**src/rtl/nios2_pio_in_capture_pkg.sv**
```systemverilog
// nios2_pio_pkg
// Shared constants for the Nios II input PIO: Avalon word addresses of the
// register map and the encodings of the edge-capture condition.
// No ports. Optional build macro used by the PIO: NIOS2_PIO_IN_SYNC_EN.
package nios2_pio_pkg;

  // Word addresses on the 3-bit Avalon address bus
  localparam logic [2:0] ADDR_DATA = 3'd0;
  localparam logic [2:0] ADDR_MASK = 3'd2;
  localparam logic [2:0] ADDR_EDGE = 3'd3;
  localparam logic [2:0] ADDR_SET  = 3'd4;
  localparam logic [2:0] ADDR_CLR  = 3'd5;

  // Capture condition encodings for the EDGE_TYPE parameter
  localparam int EDGE_RISING  = 0;
  localparam int EDGE_FALLING = 1;
  localparam int EDGE_ANY     = 2;

endpackage

```
**src/rtl/nios2_pio_in_capture_if.sv**
```systemverilog
// nios2_pio_in_capture_if
// Avalon-MM slave bus of the input PIO, bundled with its level interrupt.
//   address    3-bit word address
//   chipselect slave select
//   write_n    active-low write strobe
//   writedata  32-bit write data
//   readdata   32-bit registered read data
//   irq        level interrupt request, active high
// master: the Nios II / bus side. slave: the PIO.
interface nios2_pio_in_capture_if;

  logic [2:0]  address;
  logic        chipselect;
  logic        write_n;
  logic [31:0] writedata;
  logic [31:0] readdata;
  logic        irq;

  modport master (
    output address, chipselect, write_n, writedata,
    input  readdata, irq
  );

  modport slave (
    input  address, chipselect, write_n, writedata,
    output readdata, irq
  );

endinterface

```
**src/rtl/nios2_pio_in_capture_edge_det.sv**
```systemverilog
// nios2_pio_edge_det
// Samples the external input vector, keeps a one-clock delayed copy and
// produces the per-bit edge pulse selected by EDGE_TYPE.
// Macro NIOS2_PIO_IN_SYNC_EN: when defined, in_port_i passes through a
// two-flop synchroniser before becoming data_in_o; otherwise data_in_o is
// in_port_i directly (for inputs already synchronous to clk).
//   clk        system clock
//   reset_n    asynchronous active-low reset
//   in_port_i  external input vector
//   data_in_o  sampled input as seen by the register file
//   edge_o     one-clock edge pulse per bit
module nios2_pio_edge_det
  import nios2_pio_pkg::*;
#(
  parameter int WIDTH     = 4,
  parameter int EDGE_TYPE = EDGE_RISING
) (
  input  logic             clk,
  input  logic             reset_n,
  input  logic [WIDTH-1:0] in_port_i,
  output logic [WIDTH-1:0] data_in_o,
  output logic [WIDTH-1:0] edge_o
);

  logic [WIDTH-1:0] d1_q;

`ifdef NIOS2_PIO_IN_SYNC_EN
  logic [WIDTH-1:0] sync1_q;
  logic [WIDTH-1:0] sync2_q;

  // Two metastability flops; the second stage is the clean sampled value
  always_ff @(posedge clk or negedge reset_n) begin
    if (!reset_n) begin
      sync1_q <= '0;
      sync2_q <= '0;
    end else begin
      sync1_q <= in_port_i;
      sync2_q <= sync1_q;
    end
  end

  assign data_in_o = sync2_q;
`else
  assign data_in_o = in_port_i;
`endif

  // Previous-cycle copy of the sampled input, reset to 0 so a high input
  // after reset release shows up as a rising edge
  always_ff @(posedge clk or negedge reset_n) begin
    if (!reset_n) begin
      d1_q <= '0;
    end else begin
      d1_q <= data_in_o;
    end
  end

  generate
    if (EDGE_TYPE == EDGE_FALLING) begin : g_falling
      assign edge_o = ~data_in_o & d1_q;
    end else if (EDGE_TYPE == EDGE_ANY) begin : g_any
      assign edge_o = data_in_o ^ d1_q;
    end else begin : g_rising
      assign edge_o = data_in_o & ~d1_q;
    end
  endgenerate

endmodule

```
**src/rtl/nios2_pio_in_capture.sv**
```systemverilog
// nios2_pio_in_capture
// Avalon-MM slave input PIO with sticky per-bit edge capture, interrupt
// mask (with set/clear aliases) and a level IRQ.
// Macro NIOS2_PIO_IN_SYNC_EN: enables the two-flop input synchroniser
// (edge latency 3 clk instead of 1 clk).
//   clk      system clock
//   reset_n  asynchronous active-low reset
//   in_port  external input vector, WIDTH bits
//   bus      Avalon slave: address, chipselect, write_n, writedata,
//            readdata (1-clk latency), irq
// Read map: 0 data_in, 2 irq_mask, 3 edge_capture, others 0.
// Write map: 2 mask load, 3 edge write-1-to-clear, 4 mask set, 5 mask clear.
module nios2_pio_in_capture
  import nios2_pio_pkg::*;
#(
  parameter int               WIDTH      = 4,
  parameter int               EDGE_TYPE  = EDGE_RISING,
  parameter logic [WIDTH-1:0] RESET_MASK = '0
) (
  input  logic             clk,
  input  logic             reset_n,
  input  logic [WIDTH-1:0] in_port,
  nios2_pio_in_capture_if.slave bus
);

  logic [WIDTH-1:0] dataIn;
  logic [WIDTH-1:0] edgeDet;
  logic [WIDTH-1:0] irqMask_q, irqMask_d;
  logic [WIDTH-1:0] edgeCapture_q, edgeCapture_d;
  logic [31:0]      readdata_q, readdata_d;
  logic [WIDTH-1:0] wdata;
  logic [WIDTH-1:0] clr;
  logic             wrStrobe;
  logic             unusedWritedata;

  nios2_pio_edge_det #(
    .WIDTH     (WIDTH),
    .EDGE_TYPE (EDGE_TYPE)
  ) u_edge_det (
    .clk       (clk),
    .reset_n   (reset_n),
    .in_port_i (in_port),
    .data_in_o (dataIn),
    .edge_o    (edgeDet)
  );

  assign wrStrobe        = bus.chipselect & ~bus.write_n;
  assign wdata           = bus.writedata[WIDTH-1:0];
  assign unusedWritedata = ^bus.writedata;

  // Next-state for mask, capture and read data. The capture update clears
  // first and ORs the new edges last, so a same-cycle edge wins over a clear.
  always_comb begin
    irqMask_d  = irqMask_q;
    clr        = '0;
    readdata_d = 32'd0;

    if (wrStrobe) begin
      case (bus.address)
        ADDR_MASK: irqMask_d = wdata;
        ADDR_SET:  irqMask_d = irqMask_q | wdata;
        ADDR_CLR:  irqMask_d = irqMask_q & ~wdata;
        ADDR_EDGE: clr       = wdata;
        default:   irqMask_d = irqMask_q;
      endcase
    end

    edgeCapture_d = (edgeCapture_q & ~clr) | edgeDet;

    // Read mux runs every cycle regardless of chipselect; reads have no
    // side effects, so this is harmless
    case (bus.address)
      ADDR_DATA: readdata_d = 32'(dataIn);
      ADDR_MASK: readdata_d = 32'(irqMask_q);
      ADDR_EDGE: readdata_d = 32'(edgeCapture_q);
      default:   readdata_d = 32'd0;
    endcase
  end

  // Register file state
  always_ff @(posedge clk or negedge reset_n) begin
    if (!reset_n) begin
      irqMask_q     <= RESET_MASK;
      edgeCapture_q <= '0;
      readdata_q    <= 32'd0;
    end else begin
      irqMask_q     <= irqMask_d;
      edgeCapture_q <= edgeCapture_d;
      readdata_q    <= readdata_d;
    end
  end

  assign bus.readdata = readdata_q;
  // Driven only from registers, so in_port glitches cannot reach irq
  assign bus.irq      = |(edgeCapture_q & irqMask_q);

endmodule
```
**src/flat_wrapper.sv**
```systemverilog
// flat-port wrapper written by rule: the top's interface ports become plain ports
module nios2_pio_in_capture_flat import nios2_pio_pkg::*;
#(
  parameter int               WIDTH      = 4,
  parameter int               EDGE_TYPE  = EDGE_RISING,
  parameter logic [WIDTH-1:0] RESET_MASK = '0
)
  (clk, reset_n, in_port, bus_address, bus_chipselect, bus_write_n, bus_writedata, bus_readdata, bus_irq);
  nios2_pio_in_capture_if bus_i ();
  input  logic clk;
  input  logic reset_n;
  input  logic [WIDTH-1:0] in_port;
  input wire logic [$bits(bus_i.address)-1:0] bus_address;
  input wire logic [$bits(bus_i.chipselect)-1:0] bus_chipselect;
  input wire logic [$bits(bus_i.write_n)-1:0] bus_write_n;
  input wire logic [$bits(bus_i.writedata)-1:0] bus_writedata;
  output wire logic [$bits(bus_i.readdata)-1:0] bus_readdata;
  output wire logic [$bits(bus_i.irq)-1:0] bus_irq;
  assign bus_i.address = bus_address;
  assign bus_i.chipselect = bus_chipselect;
  assign bus_i.write_n = bus_write_n;
  assign bus_i.writedata = bus_writedata;
  assign bus_readdata = bus_i.readdata;
  assign bus_irq = bus_i.irq;
  nios2_pio_in_capture #(.WIDTH(WIDTH), .EDGE_TYPE(EDGE_TYPE), .RESET_MASK(RESET_MASK)) u_core (.clk(clk), .reset_n(reset_n), .in_port(in_port), .bus(bus_i));
endmodule
```
**config.mk**
```make
export PLATFORM = sky130hd
export DESIGN_NAME = nios2_pio_in_capture_flat
export DESIGN_NICKNAME = d
export VERILOG_FILES = /design/src/rtl/nios2_pio_in_capture_pkg.sv /design/src/rtl/nios2_pio_in_capture_if.sv /design/src/rtl/nios2_pio_in_capture_edge_det.sv /design/src/rtl/nios2_pio_in_capture.sv /design/src/flat_wrapper.sv
export SDC_FILE = /design/constraint.sdc
export NUM_CORES = 1
export LEC_CHECK = 0
export CAP_MARGIN = 20
export CORE_MARGIN = 4
export CORE_UTILIZATION = 34
export CTS_CLUSTER_SIZE = 24
export DETAILED_ROUTE_END_ITERATION = 12
export HOLD_SLACK_MARGIN = 0.02
export PLACE_DENSITY = 0.8
export SLEW_MARGIN = 0
export SYNTH_ARGS = -nofsm -noshare
export SYNTH_HDL_FRONTEND = slang
export SYNTH_SLANG_ARGS = --single-unit
```
**constraint.sdc**
```tcl
create_clock -name clk -period 1.1 [get_ports clk]
set_input_delay 0.275 -clock clk [delete_from_list [all_inputs] [get_ports clk]]
set_output_delay 0.275 -clock clk [all_outputs]
set_load 0.005 [all_outputs]
```
==> run_results.csv <==
group,metric,value,unit
outcome,status,"complete, but fails checks",
outcome,failed_checks,"setup timing",
flow_run,maxCapViolCount,0,
sta,fin_skew,0.00336,ns
finish,area_delta_synth_final,28.0,%
critical_path,cp_cell_sequence,"a22oi_1 -> nand2_1 -> buf_2",
finish,drive_gt1_frac,0.296,
clock_network,clk_pin_slew,0.10,ns
floorplanning,ioPinCount,76,
floorplanning,initial_core_util,0.364,
finish,stdcell_area,1310,um2
clock_network,cts_tree,"built",
finish,antenna_cells,0,
critical_path,arrival,1.09,ns
critical_path,startpoint,"u_core.edgeCapture_q[1]",
pwr,power_switching,0.000346,W
synthesis,seq_area_frac_synth,0.393,
sta,slew_violations,0,
synthesis,synthArstFlopShare,1.00,
route,num_vias,804,
synthesis,avgSynthCellArea,9.44,um2
finish,layout.nets,186,
clock_network,cts_buffer_depth,2,
place,gp_congestion,0.724,
finish,utilization,0.465,
route,drc,0,
clock_network,clock_tree.root_cell,"clkbuf_4",
sta,finalHoldViolations,0,
critical_path,startpoint_type,"flip-flop",
global_route,antenna_found_initial,0,
pwr,p_seq_frac,0.481,
floorplanning,die-area,3940,um2
critical_path,critPathMaxFanout,2,
sta,max_freq,731,MHz
sta,period_needed,1.37,ns
clock_network,postCtsHoldBufs,0,
clock_network,clock_latency,0.29,ns
floorplanning,die_x,62.8,um
sta,rsz0062_at_grt,"yes",
synthesis,synth_mux_area_frac,0.0442,
pwr,p_comb_frac,0.214,
clock_network,cts-buffers-inserted,3,
global_route,grt_pass1_wl,3.59,mm
critical_path,critPathMaxStageDelay,0.41,ns
synthesis,yosysMostFrequentCell,"buf_4",
floorplanning,die_h,62.8,um
sta,finalCritPeriodShare,1.24,
synthesis,synth_top_area_frac,0.393,
route,ant_nets,0,
clock_network,clock_sinks,16,
critical_path,critical_path_buf_inv_count,1,
global_route,grt_pass1_vias,808,
clock_network,cts-htree-levels,1,
critical_path,endpoint_kind,"output port",
floorplanning,num_rows,19,
place,dpl.cell_count,167,
critical_path,path_class,"reg -> out",
route,drtIter0Drc,10,
route,firstDrtPassIters,3,
pwr,ir_worst_vdd,0.303,mV
pwr,switching_share,0.266,
synthesis,yosys_warnings,0,
sta,setup_ws,-0.267,ns
critical_path,slowest_stage,"dfrtp_1",
global_route,grt_overflow,0,
place,placed_area,1260,um2
floorplanning,core_area,2810,um2
route,routed_via_density,4.65,
sta,finalSetupViolations,3,
synthesis,synth_top_family_by_area,"buffers and inverters",
pwr,leakagePower,0.639,nW
synthesis,synth_seq_cells,16,
synthesis,synth-simple-area-share,0.110,
synthesis,synth-edff-count,0,
synthesis,synth.area.top_cells,"dfrtp_1 (39%), buf_4 (21%), mux2_2 (4.4%)",
worst_hold_path,hp-class,"in -> async",
synthesis,ys_dominant_reg_cell,"dfrtp_1",
critical_path,timing.rr.start,"u_core.irqMask_q[2]",
synthesis,synth_fa_ha_area_frac,0,
synthesis,synthCells,108,
synthesis,syn_area,1020,um2
synthesis,synth_cell_types,25,
finish,fin_cells,173,
critical_path,crit_family,"flip-flops",
pwr,clock_power_share,0.305,
place,portBuffers,19,
pwr,intPower,0.000956,W
global_route,grtUsageTotal,0.114,
synthesis,synth_compound_gate_area_share,0.178,
synthesis,synthXorXnorAreaFrac,0.00859,
sta,fin_setup_tns,-0.318,ns
route,drt_wl_total,2.23,mm
global_route,grt_max_degree,17,
synthesis,synth_top_area_cell,"dfrtp_1",
critical_path,required,0.82,ns
synthesis,synth_commonest_cells,"buf_4 (28), dfrtp_1 (16), inv_1 (10), nand3_1 (8), nand2_1 (6)",
pwr,cellPowerDensity,998,nW/um2
route,routedWlPerCell,12.9,um
place,dp_hpwl,1.74,mm
-- power by group through the flow --
| stage | sequential (W) | clock [W] | combinational, W |
|---|---|---|---|
| 6_report | 0.000627 | 0.000397 | 0.000279 |
| 5_1_grt | 0.000630 | 0.000441 | 0.000309 |
| 4_1_cts | 0.000626 | 0.000410 | 0.000276 |
| 3_5_place_dp | 0.000638 | 0 | 0.000283 |
| 3_3_place_gp | 0.000637 | 0 | 0.000274 |
| 2_1_floorplan | 0.000641 | 0 | 0.000195 |
-- path summary, 6_finish.rpt --
| path | endpoint | slack, ns | depth (start not counted) |
|---|---|---|---|
| worst max-delay path | bus_irq | -0.27 | 3 |
| max in group asynchronous | u_core.bus.readdata[0] | 0.64 | 2 |
| worst min register to register | u_core.edgeCapture_q[2] | 0.57 | 2 |
| min in group clk | u_core.bus.readdata[2] | 0.31 | 3 |
| worst max register to register | u_core.bus.readdata[2] | -0.03 | 5 |
| worst min-delay path | u_core.irqMask_q[3] | 0.28 | 2 |
-- logic make-up after synthesis --
logic type             Yosys count
XOR/XNOR                         1
multiplexers                     4
AND/OR/NAND/NOR                 19
buffers and inverters           41
AO/OA/AOI/OAI                   26
flip-flops                      16
other                            1
-- worst reg2reg max path: stages, from the launching register on --
cell	delay (ns)
dfrtp_1	0.40
buf_4	0.14
buf_6	0.11
mux2_2	0.25
nand2_1	0.06
a21oi_1	0.06
-- layer usage --
layer / share of wire / track usage
met3: 0.051 / 0.0234
met5: 0 / 0
met2: 0.52 / 0.201
met1: 0.41 / 0.133
met4: 0.018 / 0.0496
-- repair_timing --
action                                  CTS  global route
hold endpoints to repair                  0             0
endpoints found under the setup margin   17             3
pin swaps                                 5             4
setup buffers                             1             1
gates resized for setup                  40             4
-- registers in the layout (all words and copies together) (netlist names) --
register,cells
u_core.edgeCapture_q,4
u_core.u_edge_det.d1_q,4
u_core.irqMask_q,4
u_core.bus.readdata,4
-- per-stage QoR --
stage | power, W | worst slack (ns) | hold WS (ns)
after CTS | 0.00131 | -0.276 | 0.287
after floorplan | 0.000836 | -0.185 | -0.0206
final | 0.00130 | -0.267 | 0.282
after global placement | 0.000911 | -0.585 | 0.519
after detailed placement | 0.000921 | -0.619 | 0.520
after global routing | 0.00138 | -0.329 | 0.298
-- cell type report --
cell class,count,area (um2)
sequential,16,400
tap,31,38.8
clock buffer,4,36.3
multi-input combinational,78,505
fill,279,1500
timing repair buffer,34,287
inverter,10,37.5
-- layout by cell type (no fill, tap or decap), drive strengths merged --
cell           instances
a211oi                 3
a21bo                  1
a21oi                  5
a221oi                 1
a22o                   4
a22oi                  2
a31oi                  3
and4bb                 1
buf                   24
clkbuf                 4
clkdlybuf4s15          1
clkdlybuf4s50          9
conb                  28
dfrtp                 16
inv                   10
mux2                   4
nand2                  6
nand3                  8
nand4bb                1
nor2b                  1
o21ai                  4
o32ai                  3
or2                    1
or4b                   1
xor2                   1
Power figures use the tool's default switching activity.
